==> src/rtl/imem_uart_boot_loader_if.sv <==
// Loader bus: UART RX byte strobe in, instruction-memory write port out.
// master = boot loader side, slave = UART receiver / instruction memory side.
interface imem_uart_boot_loader_if #(
  parameter int ADDR_W = 6
);
  // rx_valid is a one-cycle strobe with no back-pressure: rx_data is consumed
  // in exactly the cycles where rx_valid=1. imem_we is a one-cycle write pulse
  // qualifying imem_addr/imem_wdata; the memory always accepts it.
  logic              rx_valid;
  logic [7:0]        rx_data;
  logic              imem_we;
  logic [ADDR_W-1:0] imem_addr;
  logic [31:0]       imem_wdata;

  modport master (
    input  rx_valid, rx_data,
    output imem_we, imem_addr, imem_wdata
  );

  modport slave (
    output rx_valid, rx_data,
    input  imem_we, imem_addr, imem_wdata
  );
endinterface

==> src/rtl/imem_uart_boot_loader.sv <==
// Boot loader: receives A5/N/payload/XOR frames over UART and writes the image into imem.
// Optional inter-byte timeout is built only when BOOT_TIMEOUT_EN is defined.
module imem_uart_boot_loader #(
  parameter int INSTR_MEM_DEPTH = 64,
  parameter int ADDR_W          = 6,
  parameter int TIMEOUT_CYCLES  = 1000000
) (
  input  logic                        clk,
  input  logic                        rst_n,
  imem_uart_boot_loader_if.master     bus,
  input  logic                        reload,
  output logic                        cpu_hold,
  output logic                        done,
  output logic                        error,
  output logic [ADDR_W:0]             words_loaded,
  output logic [2:0]                  state_dbg
);

  typedef enum logic [2:0] {
    S_IDLE = 3'd0,
    S_LEN  = 3'd1,
    S_DATA = 3'd2,
    S_CHK  = 3'd3,
    S_RUN  = 3'd4,
    S_ERR  = 3'd5
  } state_t;

  localparam logic [7:0] SYNC_BYTE = 8'hA5;
  localparam logic [7:0] MAX_N     = 8'(INSTR_MEM_DEPTH);

  if ((1 << ADDR_W) < INSTR_MEM_DEPTH || INSTR_MEM_DEPTH > 255 || TIMEOUT_CYCLES < 1) begin : g_param_check
    $error("imem_uart_boot_loader: inconsistent parameters");
  end

  state_t          state;
  logic [ADDR_W:0] count;
  logic [1:0]      byte_idx;
  logic [23:0]     word_buf;
  logic [7:0]      chk;
  logic            last_written;
  logic            timeout_hit;

  assign state_dbg = state;
  // The final word's write pulse is still in flight; DATA hands over to CHK here.
  assign last_written = bus.imem_we && (words_loaded == count);

`ifdef BOOT_TIMEOUT_EN
  localparam int TW = $clog2(TIMEOUT_CYCLES + 1);
  logic [TW-1:0] tmo_cnt;
  logic          waiting;

  assign waiting     = (state == S_LEN) || (state == S_DATA) || (state == S_CHK);
  assign timeout_hit = waiting && !bus.rx_valid && (tmo_cnt == TW'(TIMEOUT_CYCLES - 1));

  always_ff @(posedge clk) begin
    if (!rst_n) begin
      tmo_cnt <= '0;
    end else if (waiting && !bus.rx_valid && !timeout_hit) begin
      tmo_cnt <= tmo_cnt + 1'b1;
    end else begin
      tmo_cnt <= '0;
    end
  end
`else
  assign timeout_hit = 1'b0;
`endif

  always_ff @(posedge clk) begin
    if (!rst_n) begin
      state          <= S_IDLE;
      cpu_hold       <= 1'b1;
      done           <= 1'b0;
      error          <= 1'b0;
      words_loaded   <= '0;
      count          <= '0;
      byte_idx       <= '0;
      word_buf       <= '0;
      chk            <= '0;
      bus.imem_we    <= 1'b0;
      bus.imem_addr  <= '0;
      bus.imem_wdata <= '0;
    end else begin
      bus.imem_we <= 1'b0;
      if (timeout_hit) begin
        state <= S_ERR;
        error <= 1'b1;
      end else begin
        case (state)
          S_IDLE: if (bus.rx_valid && bus.rx_data == SYNC_BYTE) state <= S_LEN;
          S_LEN: if (bus.rx_valid) begin
            if (bus.rx_data == 8'd0 || bus.rx_data > MAX_N) begin
              state <= S_ERR;
              error <= 1'b1;
            end else begin
              count        <= (ADDR_W+1)'(bus.rx_data);
              words_loaded <= '0;
              byte_idx     <= '0;
              chk          <= '0;
              state        <= S_DATA;
            end
          end
          S_DATA: begin
            if (last_written) begin
              // A checksum byte landing in the write cycle is judged right away.
              if (bus.rx_valid) begin
                if (bus.rx_data == chk) begin
                  state <= S_RUN; cpu_hold <= 1'b0; done <= 1'b1;
                end else begin
                  state <= S_ERR; error <= 1'b1;
                end
              end else begin
                state <= S_CHK;
              end
            end else if (bus.rx_valid) begin
              chk      <= chk ^ bus.rx_data;
              byte_idx <= byte_idx + 1'b1;
              word_buf <= {bus.rx_data, word_buf[23:8]};
              if (byte_idx == 2'd3) begin
                bus.imem_we    <= 1'b1;
                bus.imem_addr  <= words_loaded[ADDR_W-1:0];
                bus.imem_wdata <= {bus.rx_data, word_buf};
                words_loaded   <= words_loaded + 1'b1;
              end
            end
          end
          S_CHK: if (bus.rx_valid) begin
            if (bus.rx_data == chk) begin
              state <= S_RUN; cpu_hold <= 1'b0; done <= 1'b1;
            end else begin
              state <= S_ERR; error <= 1'b1;
            end
          end
          S_RUN: if (reload) begin
            state    <= S_IDLE;
            cpu_hold <= 1'b1;
            done     <= 1'b0;
          end
          S_ERR: if (bus.rx_valid && bus.rx_data == SYNC_BYTE) begin
            state <= S_LEN;
            error <= 1'b0;
          end
          default: state <= S_IDLE;
        endcase
      end
    end
  end

endmodule

==> src/flat_wrapper.sv <==
// flat-port wrapper written by rule: the top's interface ports become plain ports
module imem_uart_boot_loader_flat 
#(
  parameter int INSTR_MEM_DEPTH = 64,
  parameter int ADDR_W          = 6,
  parameter int TIMEOUT_CYCLES  = 1000000
)
  (clk, rst_n, reload, cpu_hold, done, error, words_loaded, state_dbg, bus_rx_valid, bus_rx_data, bus_imem_we, bus_imem_addr, bus_imem_wdata);
  imem_uart_boot_loader_if #(.ADDR_W(ADDR_W)) bus_i ();
  input  logic clk;
  input  logic rst_n;
  input  logic reload;
  output logic cpu_hold;
  output logic done;
  output logic error;
  output logic [ADDR_W:0] words_loaded;
  output logic [2:0] state_dbg;
  input wire logic [$bits(bus_i.rx_valid)-1:0] bus_rx_valid;
  input wire logic [$bits(bus_i.rx_data)-1:0] bus_rx_data;
  output wire logic [$bits(bus_i.imem_we)-1:0] bus_imem_we;
  output wire logic [$bits(bus_i.imem_addr)-1:0] bus_imem_addr;
  output wire logic [$bits(bus_i.imem_wdata)-1:0] bus_imem_wdata;
  assign bus_i.rx_valid = bus_rx_valid;
  assign bus_i.rx_data = bus_rx_data;
  assign bus_imem_we = bus_i.imem_we;
  assign bus_imem_addr = bus_i.imem_addr;
  assign bus_imem_wdata = bus_i.imem_wdata;
  imem_uart_boot_loader #(.INSTR_MEM_DEPTH(INSTR_MEM_DEPTH), .ADDR_W(ADDR_W), .TIMEOUT_CYCLES(TIMEOUT_CYCLES)) u_core (.clk(clk), .rst_n(rst_n), .bus(bus_i), .reload(reload), .cpu_hold(cpu_hold), .done(done), .error(error), .words_loaded(words_loaded), .state_dbg(state_dbg));
endmodule
==> config.mk <==
export PLATFORM = sky130hd
export DESIGN_NAME = imem_uart_boot_loader_flat
export DESIGN_NICKNAME = d
export VERILOG_FILES = /design/src/rtl/imem_uart_boot_loader_if.sv /design/src/rtl/imem_uart_boot_loader.sv /design/src/flat_wrapper.sv
export SDC_FILE = /design/constraint.sdc
export NUM_CORES = 1
export LEC_CHECK = 0
export CAP_MARGIN = 20
export CORE_MARGIN = 2
export CORE_UTILIZATION = 40
export DETAILED_ROUTE_END_ITERATION = 7
export PLACE_DENSITY = 0.65
export SYNTH_ARGS = -nofsm -noshare
export SYNTH_HDL_FRONTEND = slang
export SYNTH_SLANG_ARGS = --single-unit
==> constraint.sdc <==
create_clock -name clk -period 5.95 [get_ports clk]
set_input_delay 1.785 -clock clk [delete_from_list [all_inputs] [get_ports clk]]
set_output_delay 1.785 -clock clk [all_outputs]
set_load 0.01 [all_outputs]
==> results.json <==
{
  "final_util": 0.5046,
  "synth_edf_count": 0,
  "power_density_mw_per_mm2": 255.0,
  "clockRootBuffer": "clkbuf_8",
  "antenna_found_initial": 0,
  "drv_slew": 0,
  "worstMarginPinSlew_ns": 0.8268,
  "synthesis.area_mm2": 0.004088,
  "cts_buffer_depth": 2,
  "rsz0062_at_grt": "false",
  "cts.sinks": 93,
  "max_clock_freq_ghz": 0.2616,
  "cp-startpoint": "bus_rx_data[4]",
  "die_h_um": 105.1,
  "ir_worst_vdd_v": 0.0001844,
  "initial_core_util": 0.4144,
  "die_w_um": 105.1,
  "cp_top_family": "simple AND/OR/NAND/NOR gates",
  "syn_nets": 498,
  "grt_util_all_layers": 0.1789,
  "grt_pass1_vias": 3029,
  "use_met1": 0.2530,
  "place_congestion": 0.8368,
  "overflow": 0,
  "drt_iter0_drc": 229,
  "worstPathCellList": "clkdlybuf4s50_1 -> or3_4 -> or3_1 -> and4b_1 -> nor2_8 -> o21ai_2 -> a21boi_2",
  "postCtsHoldBufs": 0,
  "top_usage_layer": "met2",
  "final_cell_mix": "nand2_1 (140), dfxtp_1 (93), clkdlybuf4s50_1 (62)",
  "max_slew_margin": 0.4446,
  "cts_resized": 0,
  "drive_gt1_frac": 0.08411,
  "wire_per_inst_um": 14.56,
  "tns_ns": 0,
  "crit_type": "in -> reg",
  "cp.arrival_ns": 4.13,
  "drt_pre_antenna_iters": 4,
  "numCtsBuffers": 9,
  "regArea_mm2": 0.001862,
  "period_needed_ns": 3.823,
  "wl_mm": 9.728,
  "async_flop_share": 0,
  "num_rows": 36,
  "setup_violations": 0,
  "synth_ff_type": "dfxtp_1",
  "antenna_cells": 0,
  "met2_usage": 0.2709,
  "cts_tree": "done",
  "cp-end-kind": "register",
  "drt-vias-per-instance": 5.064,
  "finClkSkew_ns": 0.01572,
  "synth-seq-cells": 93,
  "p_leak_nw": 1.567,
  "crit_path_start_kind": "input port",
  "fill_cells": 938,
  "grt_pass1_wl_mm": 15.81,
  "period_share": 0.6425,
  "synth_warnings": 0,
  "die-area_mm2": 0.01104,
  "nNetsFinal": 544,
  "grtUsageMet3": 0.04679,
  "synthDistinctLibCells": 49,
  "multi_input_area_mm2": 0.002076,
  "core_mm2": 0.009864,
  "place_hpwl_mm": 6.514,
  "postCtsSetupBuffers": 0,
  "syn_avg_cell_area_um2": 8.446,
  "maxCapViolations": 0,
  "final_antenna_net_count": 0,
  "syn2layout_area_growth_pct": 21.76,
  "cp_slowest_cell": "clkdlybuf4s50_1",
  "worstPathMaxFanout": 10,
  "crit_required_ns": 6.26,
  "syn_inst": 484,
  "worstHoldStart": "u_core.bus.imem_wdata[4]$_SDFFE_PN0P_",
  "slowest_delay_ns": 0.59,
  "final_common_cell": "nand2_1",
  "clk_pin_slew_ns": 0.10,
  "num_vias": 3383,
  "ys_seq_area_frac": 0.4555,
  "outcome": "finished clean",
  "port_buffers": 63,
  "crit_buf_inv": 1,
  "grt_max_degree": 98,
  "worstReg2RegStart": "u_core.state_dbg[1]$_SDFFE_PN0P_",
  "route.detailed.drc": 0,
  "hold_violations": 0,
  "hp-class": "reg -> reg",
  "clk_latency_ns": 0.36,
  "htreeDepth": 3,
  "io_pins": 64
}
## layout make-up
cell class | instances | area share
multi-input cells | 354 | 0.4170
flip-flops and latches | 93 | 0.3741
repair buffers | 69 | 0.1347
well taps | 133 | 0.03343
clock buffers | 9 | 0.02489
clock inverters | 7 | 0.01357
inverters | 3 | 0.002262
## cells in the mapped netlist, types with 2 or more instances
cell,instances,share of area
o21a_1,3,0.0055
o21ai_2,7,0.015
nor2b_1,11,0.017
and2_1,2,0.0031
dfxtp_1,93,0.46
nor2_1,20,0.018
nand3_1,8,0.0098
nand4_1,6,0.0092
a31oi_1,4,0.0061
a21oi_1,5,0.0061
xnor2_1,15,0.032
o21ai_0,15,0.018
a21boi_2,7,0.019
or3_1,3,0.0046
inv_1,3,0.0028
buf_2,3,0.0037
o211ai_1,2,0.0037
mux2i_1,8,0.020
or2_2,2,0.0031
o2111ai_1,2,0.0043
nand3b_1,7,0.013
o211a_1,2,0.0049
buf_1,4,0.0037
a21boi_0,61,0.11
nor3_1,2,0.0024
ha_1,2,0.0061
nand2_1,140,0.13
clkbuf_1,26,0.024
## power breakdown
part | total (W) | internal [W] | switching, W
registers | 0.000668 | 0.000641 | 0.0000267
logic | 0.000194 | 0.0000791 | 0.000114
clock network | 0.000408 | 0.000163 | 0.000245
total | 0.00127 | 0.000883 | 0.000386
## state kept, by name, indices dropped and copies added (netlist names), 2 cells and up
| register | flops |
|---|---|
| u_core.state_dbg | 3 |
| u_core.bus.imem_wdata | 32 |
| u_core.byte_idx | 2 |
| u_core.bus.imem_addr | 6 |
| u_core.chk | 8 |
| u_core.words_loaded | 7 |
| u_core.count | 7 |
| u_core.word_buf | 24 |
## worst paths after layout
kind                                      endpoint  slack [ns]  depth (start not counted)
min          u_core.bus.imem_wdata[4]$_SDFFE_PN0P_        0.47                          2
min reg2reg  u_core.bus.imem_wdata[4]$_SDFFE_PN0P_        0.47                          2
max reg2reg       u_core.state_dbg[2]$_SDFFE_PN0P_        3.52                          6
max                     u_core.chk[5]$_SDFFE_PN0P_        2.13                          7
## routing by layer
metal | share of wire | wire length (um) | up-vias
met3 | 0.059 | 570 | 11
met4 | 0.014 | 135 | 0
met2 | 0.45 | 4379 | 91
met1 | 0.48 | 4643 | 1561
met5 | 0 | 0 | -
li1 | - | - | 1720
## stage by stage
stage                     worst slack (ns)  cells  hold slack [ns]  area [um2]  total power (W)
after floorplan                      2.496    484           0.4412        4088        0.0008169
after global placement               1.805    652           0.4528        4786        0.0008704
after detailed placement             1.755    652           0.4591        4786        0.0008750
after CTS                            2.113    668           0.4734        4977         0.001280
after global routing                 2.042    668           0.4950        4977         0.001332
final                                2.127    668           0.4676        4977         0.001269
## worst reg2reg max path: cells and delay by family, from the launching register on
| family | cells | cell delay (ns) |
|---|---|---|
| and+or+nand+nor | 2 | 0.95 |
| AOI/OAI and AO/OA | 3 | 0.68 |
| DFF | 1 | 0.53 |
| buffers and inverters | 1 | 0.17 |
## cell families after synthesis
logic type               Yosys count  share of synthesized area
multiplexers                       8                    0.01959
flip-flops                        93                     0.4555
AND/OR/NAND/NOR                  210                     0.2320
XOR/XNOR                          15                    0.03214
buffers and inverters             37                    0.03673
AO/OA/AOI/OAI                    119                     0.2179
adder cells (fa/ha/maj)            2                   0.006121
No activity file was read; power rests on OpenSTA's default activity.
